$ cat src/rtl/font_rom_arbiter.sv
// font_rom_arbiter: shares one font ROM among text renderers, one grant per cycle, with each read
// tagged through the ROM latency. Define FONT_ARB_FIXED_PRIO_EN for fixed priority instead of round-robin.
module font_rom_arbiter #(
  parameter int NREQ    = 3,
  parameter int CODE_W  = 4,
  parameter int ROW_W   = 4,
  parameter int DATA_W  = 8,
  parameter int ROM_LAT = 1
) (
  input  logic                     clk,
  input  logic                     reset,
  input  logic                     arb_en,
  input  logic [NREQ-1:0]          req,
  input  logic [NREQ*CODE_W-1:0]   req_code,
  input  logic [NREQ*ROW_W-1:0]    req_row,
  output logic [NREQ-1:0]          gnt,
  output logic                     rom_en,
  output logic [CODE_W-1:0]        rom_code,
  output logic [ROW_W-1:0]         rom_row,
  input  logic [DATA_W-1:0]        rom_data,
  output logic [NREQ-1:0]          rsp_valid,
  output logic [DATA_W-1:0]        rsp_data,
  output logic                     busy
);

  localparam int ID_W = (NREQ > 1) ? $clog2(NREQ) : 1;

  logic [NREQ-1:0]              gnt_q, gnt_d;
  logic                         rom_en_q, rom_en_d;
  logic [CODE_W-1:0]            rom_code_q, rom_code_d;
  logic [ROW_W-1:0]             rom_row_q, rom_row_d;
  logic [ID_W-1:0]              id_q, id_d;
  logic [NREQ-1:0]              rsp_valid_q, rsp_valid_d;
  logic [DATA_W-1:0]            rsp_data_q, rsp_data_d;
  logic                         busy_q, busy_d;
  logic [ROM_LAT-1:0]           pv_q, pv_d;
  logic [ROM_LAT-1:0][ID_W-1:0] pid_q, pid_d;
  logic [NREQ-1:0]              elig;
  logic                         found;
  logic [ID_W-1:0]              win_id;
`ifndef FONT_ARB_FIXED_PRIO_EN
  logic [ID_W-1:0]              ptr_q, ptr_d;
  logic                         hi_found;
  logic [ID_W-1:0]              hi_id;
`endif

  // Masking with the current grant forces a one-cycle turnaround on a held request.
  assign elig = req & ~gnt_q & {NREQ{arb_en}};

`ifdef FONT_ARB_FIXED_PRIO_EN
  always_comb begin
    found  = 1'b0;
    win_id = '0;
    for (int i = NREQ - 1; i >= 0; i--) begin
      if (elig[i]) begin
        found  = 1'b1;
        win_id = ID_W'(i);
      end
    end
  end
`else
  // Lowest eligible index at or above the pointer wins; otherwise wrap to the lowest eligible.
  always_comb begin
    found    = 1'b0;
    win_id   = '0;
    hi_found = 1'b0;
    hi_id    = '0;
    for (int i = NREQ - 1; i >= 0; i--) begin
      if (elig[i]) begin
        found  = 1'b1;
        win_id = ID_W'(i);
        if (i >= int'(ptr_q)) begin
          hi_found = 1'b1;
          hi_id    = ID_W'(i);
        end
      end
    end
    if (hi_found) win_id = hi_id;
  end

  always_comb begin
    ptr_d = ptr_q;
    if (found) ptr_d = (win_id == ID_W'(NREQ - 1)) ? '0 : win_id + ID_W'(1);
  end

  always_ff @(posedge clk or negedge reset) begin
    if (!reset) ptr_q <= '0;
    else        ptr_q <= ptr_d;
  end
`endif

  always_comb begin
    gnt_d      = '0;
    rom_en_d   = found;
    rom_code_d = rom_code_q;
    rom_row_d  = rom_row_q;
    id_d       = id_q;
    if (found) begin
      gnt_d[win_id] = 1'b1;
      rom_code_d    = req_code[win_id*CODE_W +: CODE_W];
      rom_row_d     = req_row[win_id*ROW_W +: ROW_W];
      id_d          = win_id;
    end
  end

  // Tag pipeline: stage 0 captures the read issued in the current rom_en cycle.
  for (genvar gi = 0; gi < ROM_LAT; gi++) begin : g_tag
    if (gi == 0) begin : g_head
      assign pv_d[gi]  = rom_en_q;
      assign pid_d[gi] = id_q;
    end else begin : g_tail
      assign pv_d[gi]  = pv_q[gi-1];
      assign pid_d[gi] = pid_q[gi-1];
    end
  end

  always_comb begin
    rsp_valid_d = '0;
    rsp_data_d  = rsp_data_q;
    if (pv_q[ROM_LAT-1]) begin
      rsp_valid_d[pid_q[ROM_LAT-1]] = 1'b1;
      rsp_data_d                    = rom_data;
    end
    busy_d = rom_en_d | (|pv_d);
  end

  always_ff @(posedge clk or negedge reset) begin
    if (!reset) begin
      gnt_q       <= '0;
      rom_en_q    <= 1'b0;
      rom_code_q  <= '0;
      rom_row_q   <= '0;
      id_q        <= '0;
      pv_q        <= '0;
      pid_q       <= '0;
      rsp_valid_q <= '0;
      rsp_data_q  <= '0;
      busy_q      <= 1'b0;
    end else begin
      gnt_q       <= gnt_d;
      rom_en_q    <= rom_en_d;
      rom_code_q  <= rom_code_d;
      rom_row_q   <= rom_row_d;
      id_q        <= id_d;
      pv_q        <= pv_d;
      pid_q       <= pid_d;
      rsp_valid_q <= rsp_valid_d;
      rsp_data_q  <= rsp_data_d;
      busy_q      <= busy_d;
    end
  end

  assign gnt       = gnt_q;
  assign rom_en    = rom_en_q;
  assign rom_code  = rom_code_q;
  assign rom_row   = rom_row_q;
  assign rsp_valid = rsp_valid_q;
  assign rsp_data  = rsp_data_q;
  assign busy      = busy_q;

endmodule

$ cat config.mk
export PLATFORM = sky130hd
export DESIGN_NAME = font_rom_arbiter
export DESIGN_NICKNAME = d
export VERILOG_FILES = /design/src/rtl/font_rom_arbiter.sv
export SDC_FILE = /design/constraint.sdc
export NUM_CORES = 1
export LEC_CHECK = 0
export BUFFER_PORTS_ARGS = -buffer_cell sky130_fd_sc_hd__buf_2
export CORE_ASPECT_RATIO = 0.9
export CORE_MARGIN = 3
export CORE_UTILIZATION = 49
export CTS_CLUSTER_DIAMETER = 60
export DETAILED_ROUTE_END_ITERATION = 16
export GPL_ROUTABILITY_DRIVEN = 0
export GPL_TIMING_DRIVEN = 0
export PLACE_DENSITY = 0.89
export SLEW_MARGIN = 20
export SYNTH_ARGS = -nofsm -noshare
export SYNTH_HDL_FRONTEND = slang
export SYNTH_SLANG_ARGS = --single-unit
$ cat constraint.sdc
create_clock -name clk -period 2.59 [get_ports clk]
set_input_delay 0.259 -clock clk [delete_from_list [all_inputs] [get_ports clk]]
set_output_delay 0.259 -clock clk [all_outputs]
set_load 0.01 [all_outputs]
======== Word-level counts from Yosys, hierarchy flattened ========
Index checks and enable logic that the tools add are counted.
storage, ports and cells
  input bits .............................. 38
  word-level logic and storage cells ...... 54
  output and inout bits ................... 24
  flip-flop bits (word level) ............. 31
cells by class
  muxes and demuxes ....................... 26
  shifts and indexed selects .............. 2
  bitwise logic cells ..................... 4
  eq/ne operators ......................... 1
  reduce and logical (&&, ||, !) cells .... 2
  $add $sub $neg .......................... 1
  magnitude comparators ................... 7
operators by type and width
  cell                                                                number
  indexed part select 12 x 5 -> 4 bit                                 2
  two-way mux 2 bit                                                   11
  two-way mux 1 bit                                                   11
  bitwise AND 3 bit                                                   2
  less-than comparator 2 x 3 -> 1 bit (second input constant)         2
  two-way mux 3 bit                                                   2
  demux 1 bit (select 2 bit)                                          2
  greater-or-equal comparator 1 x 2 -> 1 bit (first input constant)   2
  greater-or-equal comparator 2 x 1 -> 1 bit (second input constant)  2
  inverter 3 bit                                                      1
  adder 2 x 1 -> 2 bit (second input constant)                        1
  equality test 2 bit (second input constant)                         1
  greater-or-equal comparator 2 bit (first input constant)            1
  logical AND 1 bit                                                   2
  bitwise OR 1 bit                                                    1

======== Logic depth before layout (Yosys ltp) ========
  depth in word-level cells ............... 14
  mapped depth ............................ 6
  depth with buffers taken out ............ 6

======== Least setup slack after synthesis ========
No wires, ideal clock.
  kind .................................... reg-to-reg
  from .................................... register gnt_q[2] (netlist: gnt[2])
  to ...................................... register rom_row_q[3] (netlist: rom_row[3])
  required time ........................... 2.464 ns
  arrival ................................. 1.368 ns
  clock period less this slack ............ 1.494 ns
  setup slack ............................. 1.096 ns
  buffers on the path ..................... 1
  stages on the path, launching flop included .. 7
  library setup time ...................... 0.126 ns
  cells stage by stage .................... dfrtp_1 and2b_1 a31oi_1 o21a_1 buf_6 a221oi_2 o21ai_1
on the way
  longest elaborated chain between the ends .. 10
  elaborated cells between the ends (all ways) .. 21
  those cells by class .................... 1 x shift; 17 x mux; 3 x bitwise
RTL lines
  item                                                           line  text
  from (decl)                                                    28    logic [NREQ-1:0] gnt_q, gnt_d;
  from (signal assigned)                                         140   gnt_q <= gnt_d;
  inverter 3 bit *                                               48    assign elig = req & ~gnt_q & {NREQ{arb_en}};
  bitwise AND 3 bit * (2 in a row)                               48
  two-way mux 2 bit / two-way mux 1 bit (equally long branches)  69    if (elig[i]) begin
  two-way mux 2 bit / two-way mux 1 bit (equally long branches)  72    if (i >= int'(ptr_q)) begin
  two-way mux 2 bit / two-way mux 1 bit (equally long branches)  69
  two-way mux 2 bit / two-way mux 1 bit (equally long branches)  72
  two-way mux 2 bit / two-way mux 1 bit (equally long branches)  69
  two-way mux 2 bit                                              78    if (hi_found) win_id = hi_id;
  indexed part select 12 x 5 -> 4 bit                            101   rom_row_d = req_row[win_id*ROW_W +: ROW_W];
  to (signal assigned)                                           143   rom_row_q <= rom_row_d;
  to (decl)                                                      31    logic [ROW_W-1:0] rom_row_q, rom_row_d;
Every way passes the cells marked *; elsewhere a longest branch is shown, timed or not.
A chain may end at the register's enable or synchronous reset.

======== Worst setup path in the final report ========
  from .................................... register gnt_q[2] (netlist: gnt[2])
  to ...................................... register rom_row_q[1] (netlist: rom_row[1])
Same word-level chain as after synthesis.

==> impl_results.md <==
- Outcome: completed
- Setup_tns: 0 ps
- Row count: 17
- Total Routing Usage GR: 20.46%
- CP Data Arrival Time: 1900 ps
- Routed WL: 3.168 mm
- # nets final: 233
- Mapped Cells: 126
- Pwr dens: 660.5 mW/mm2
- Worst VDD drop: 356.2 uV
- Layout cells sized above 1: 43.59%
- Routed Antenna Nets: 0
- Routed WL per cell: 13.60 um
- Leakage: 0.0009069 uW
- Largest family of logic cells by synthesized area: compound AO/OA/AOI/OAI gates
- DRC: 0
- Die width: 62.10 um
- First-pass GRT wire length: 5.237 mm
- CP max FO: 10
- Top-area cell type share of the netlist area: 55.91%
- Area Growth Syn to Fin: 30.21%
- Netlist Area Pre-Place: 0.001388 mm2
- Max Freq: 601.3 MHz
- Port bufs: 61
- CP cell instances: and2b_1, o21ai_2, o21bai_2, nand2_1, a31oi_1
- RSZ-0062 raised after global routing: false
- Slowest cell on crit path: o21ai_2
- Total CTS buffers: 5
- Final setup skew: 12.67 ps
- Rel. slew slack: 55.81%
- Slowest cell delay on critical path: 380 ps
- Area of the die: 0.003507 mm2
- Remaining Overflow, GRT: 0
- DP HPWL: 2.366 mm
- Initial antenna violation count: 0
- Sinks on Clock Net: 31
- Tcrit/Tclk final: 64.22%
- Register bit total from synthesis: 31
- Synth Area in Simple Gates: 15.33%
- Max Slew Vio Count: 0
- Sequential share of the synthesized area: 55.91%
- Pre-CTS WS: 970.3 ps
- Synth area leader: dfrtp_1
- Layout Utilization: 70.20%
- Setup CP Type: flop to flop
- Final hold vios: 0
- Synth cell types: 30
- Fin area: 0.001807 mm2
- Mean Syn Cell Area: 11.01 um2
- Placed inst area: 0.001740 mm2
- Post-synthesis mux area share: 6.492%
- Drt pass-1 iters: 2
- Syn Nets: 164
- Fillers: 196
- Post-Synth Adder-Cell Area: 0%
- Vias in the first global route: 1237
- Min-Delay Path Class: primary input to flop
- Initial core utilization: 53.91%
- # diodes: 0
- Critical path endpoint category: flop
- Final min period: 1663 ps
- CTS tree: done
- Max_cap viols: 0
- Bufs on Longest Clock Path: 2
- Die span in y: 56.49 um
- Area contributors post-synth: dfrtp_1 56%, mux2_2 6.5%, nand2_1 4.6%
- Largest net degree at the start of global routing: 32
- Core area: 0.002574 mm2
- Vias per cell: 5.223
- Startpoint types: flop
- FF-to-FF setup slack: 930 ps
- I/O pins: 62
- Synth Area in Compound Gates: 20.11%
- CTS resizes: 0
- H-tree Lvls: 2
- Routed via count: 1217
- Slew of the pin with the lowest slew margin: 662.8 ps
- Initial DRC count: 25
- Yosys warnings: 0
- # setup viols final: 0
- Commonest non-fill, non-tap cell in the layout: buf_2
- Root Driver: clkbuf_4
- Most frequent cells in the layout: 61 x buf_2, 31 x dfrtp_1, 17 x nand2_1
- Required time of the critical path: 2830 ps
- Clk slew on worst S/H paths: 90 ps
- Post-Synth XOR/XNOR Area: 0%
- Clock Latency Late Sink: 330 ps
- Min setup slack post-route: 926.8 ps
[where the power goes]
| group | internal, uW | total (uW) | switching (uW) | leakage, uW |
|---|---|---|---|---|
| logic | 149 | 310 | 161 | 0.000504 |
| registers | 561 | 603 | 41.7 | 0.000369 |
| clock network | 126 | 280 | 155 | 0.0000341 |
[layout make-up]
type,count,area (um2),area share (%)
sequential,31,775.7,42.94
multi-input combinational,90,581.8,32.20
timing repair buffer,62,315.3,17.45
clock buffer,6,51.30,2.839
tap,38,47.55,2.632
buffer,4,26.28,1.454
clock inverter,1,5.005,0.2770
inverter,1,3.754,0.2078
[flip-flops by register name, summed over array words and instances, names as in the netlist]
signal / flops
id_q: 2
rom_row: 4
busy: 1
pv_q: 1
rsp_data: 8
gnt: 3
rsp_valid: 3
rom_en: 1
rom_code: 4
pid_q: 2
ptr_q: 2
[routing by layer]
metal	vias to the layer above	part of all wire, %	GRT usage (%)
li1	591	-	-
met1	571	42	24.19
met2	51	48	32.69
met3	4	8.4	6.207
met4	0	1.4	10.00
met5	-	0	0
[what timing repair did]
action,4_1_cts,5_1_grt
setup buffers,0,0
endpoints found under the hold margin,31,0
hold buffers,1,0
[stage by stage]
step | total power, uW | hold slack [ps] | instances
final | 1193 | 161.4 | 233
after global routing | 1271 | 157.8 | 233
after CTS | 1206 | 149.7 | 233
after detailed placement | 925.5 | 331.3 | 225
after global placement | 908.0 | 320.6 | 225
after floorplan | 787.0 | -36.59 | 126
[final timing paths]
path	startpoint	endpoint	cells past startpoint
setup reg to reg	gnt[2]	rom_row[1]	5
hold reg to reg	id_q[1]	pid_q[1]	0
hold / removal	rom_data[4]	rsp_data[4]	2
setup / recovery	gnt[2]	rom_row[1]	5
min in group asynchronous	reset	rsp_data[4]	2
max in group asynchronous	reset	gnt[0]	2
[critical path, delay by kind of cell (launching register included)]
family | cells | cell delay [ps]
AO/OA/AOI/OAI | 3 | 880
flip-flops | 1 | 360
AND/OR/NAND/NOR | 2 | 350
[cell families after synthesis]
logic type	Yosys count
flip-flops	31
AND/OR/NAND/NOR	42
buffers and inverters	5
AO/OA/AOI/OAI	40
multiplexers	8
[synthesized netlist by cell type]
cell type   n
dfrtp_1    31
nand2_1    17
a21oi_1    11
nor2_1      9
a31oi_1     8
mux2_2      8
a2bb2oi_1   7
nand2b_1    4
nor2b_1     4
a21o_1      3
clkbuf_1    2
nand3b_1    2
o21a_1      2
o21ai_0     2
a221oi_2    1
a31o_2      1
a32oi_1     1
and2_1      1
and2b_1     1
and2b_4     1
and3b_1     1
and3b_2     1
buf_4       1
buf_6       1
inv_2       1
nor3b_1     1
o21ai_1     1
o21ai_2     1
o21bai_1    1
o21bai_2    1
Note: power is estimated with default switching activity, not from simulation.
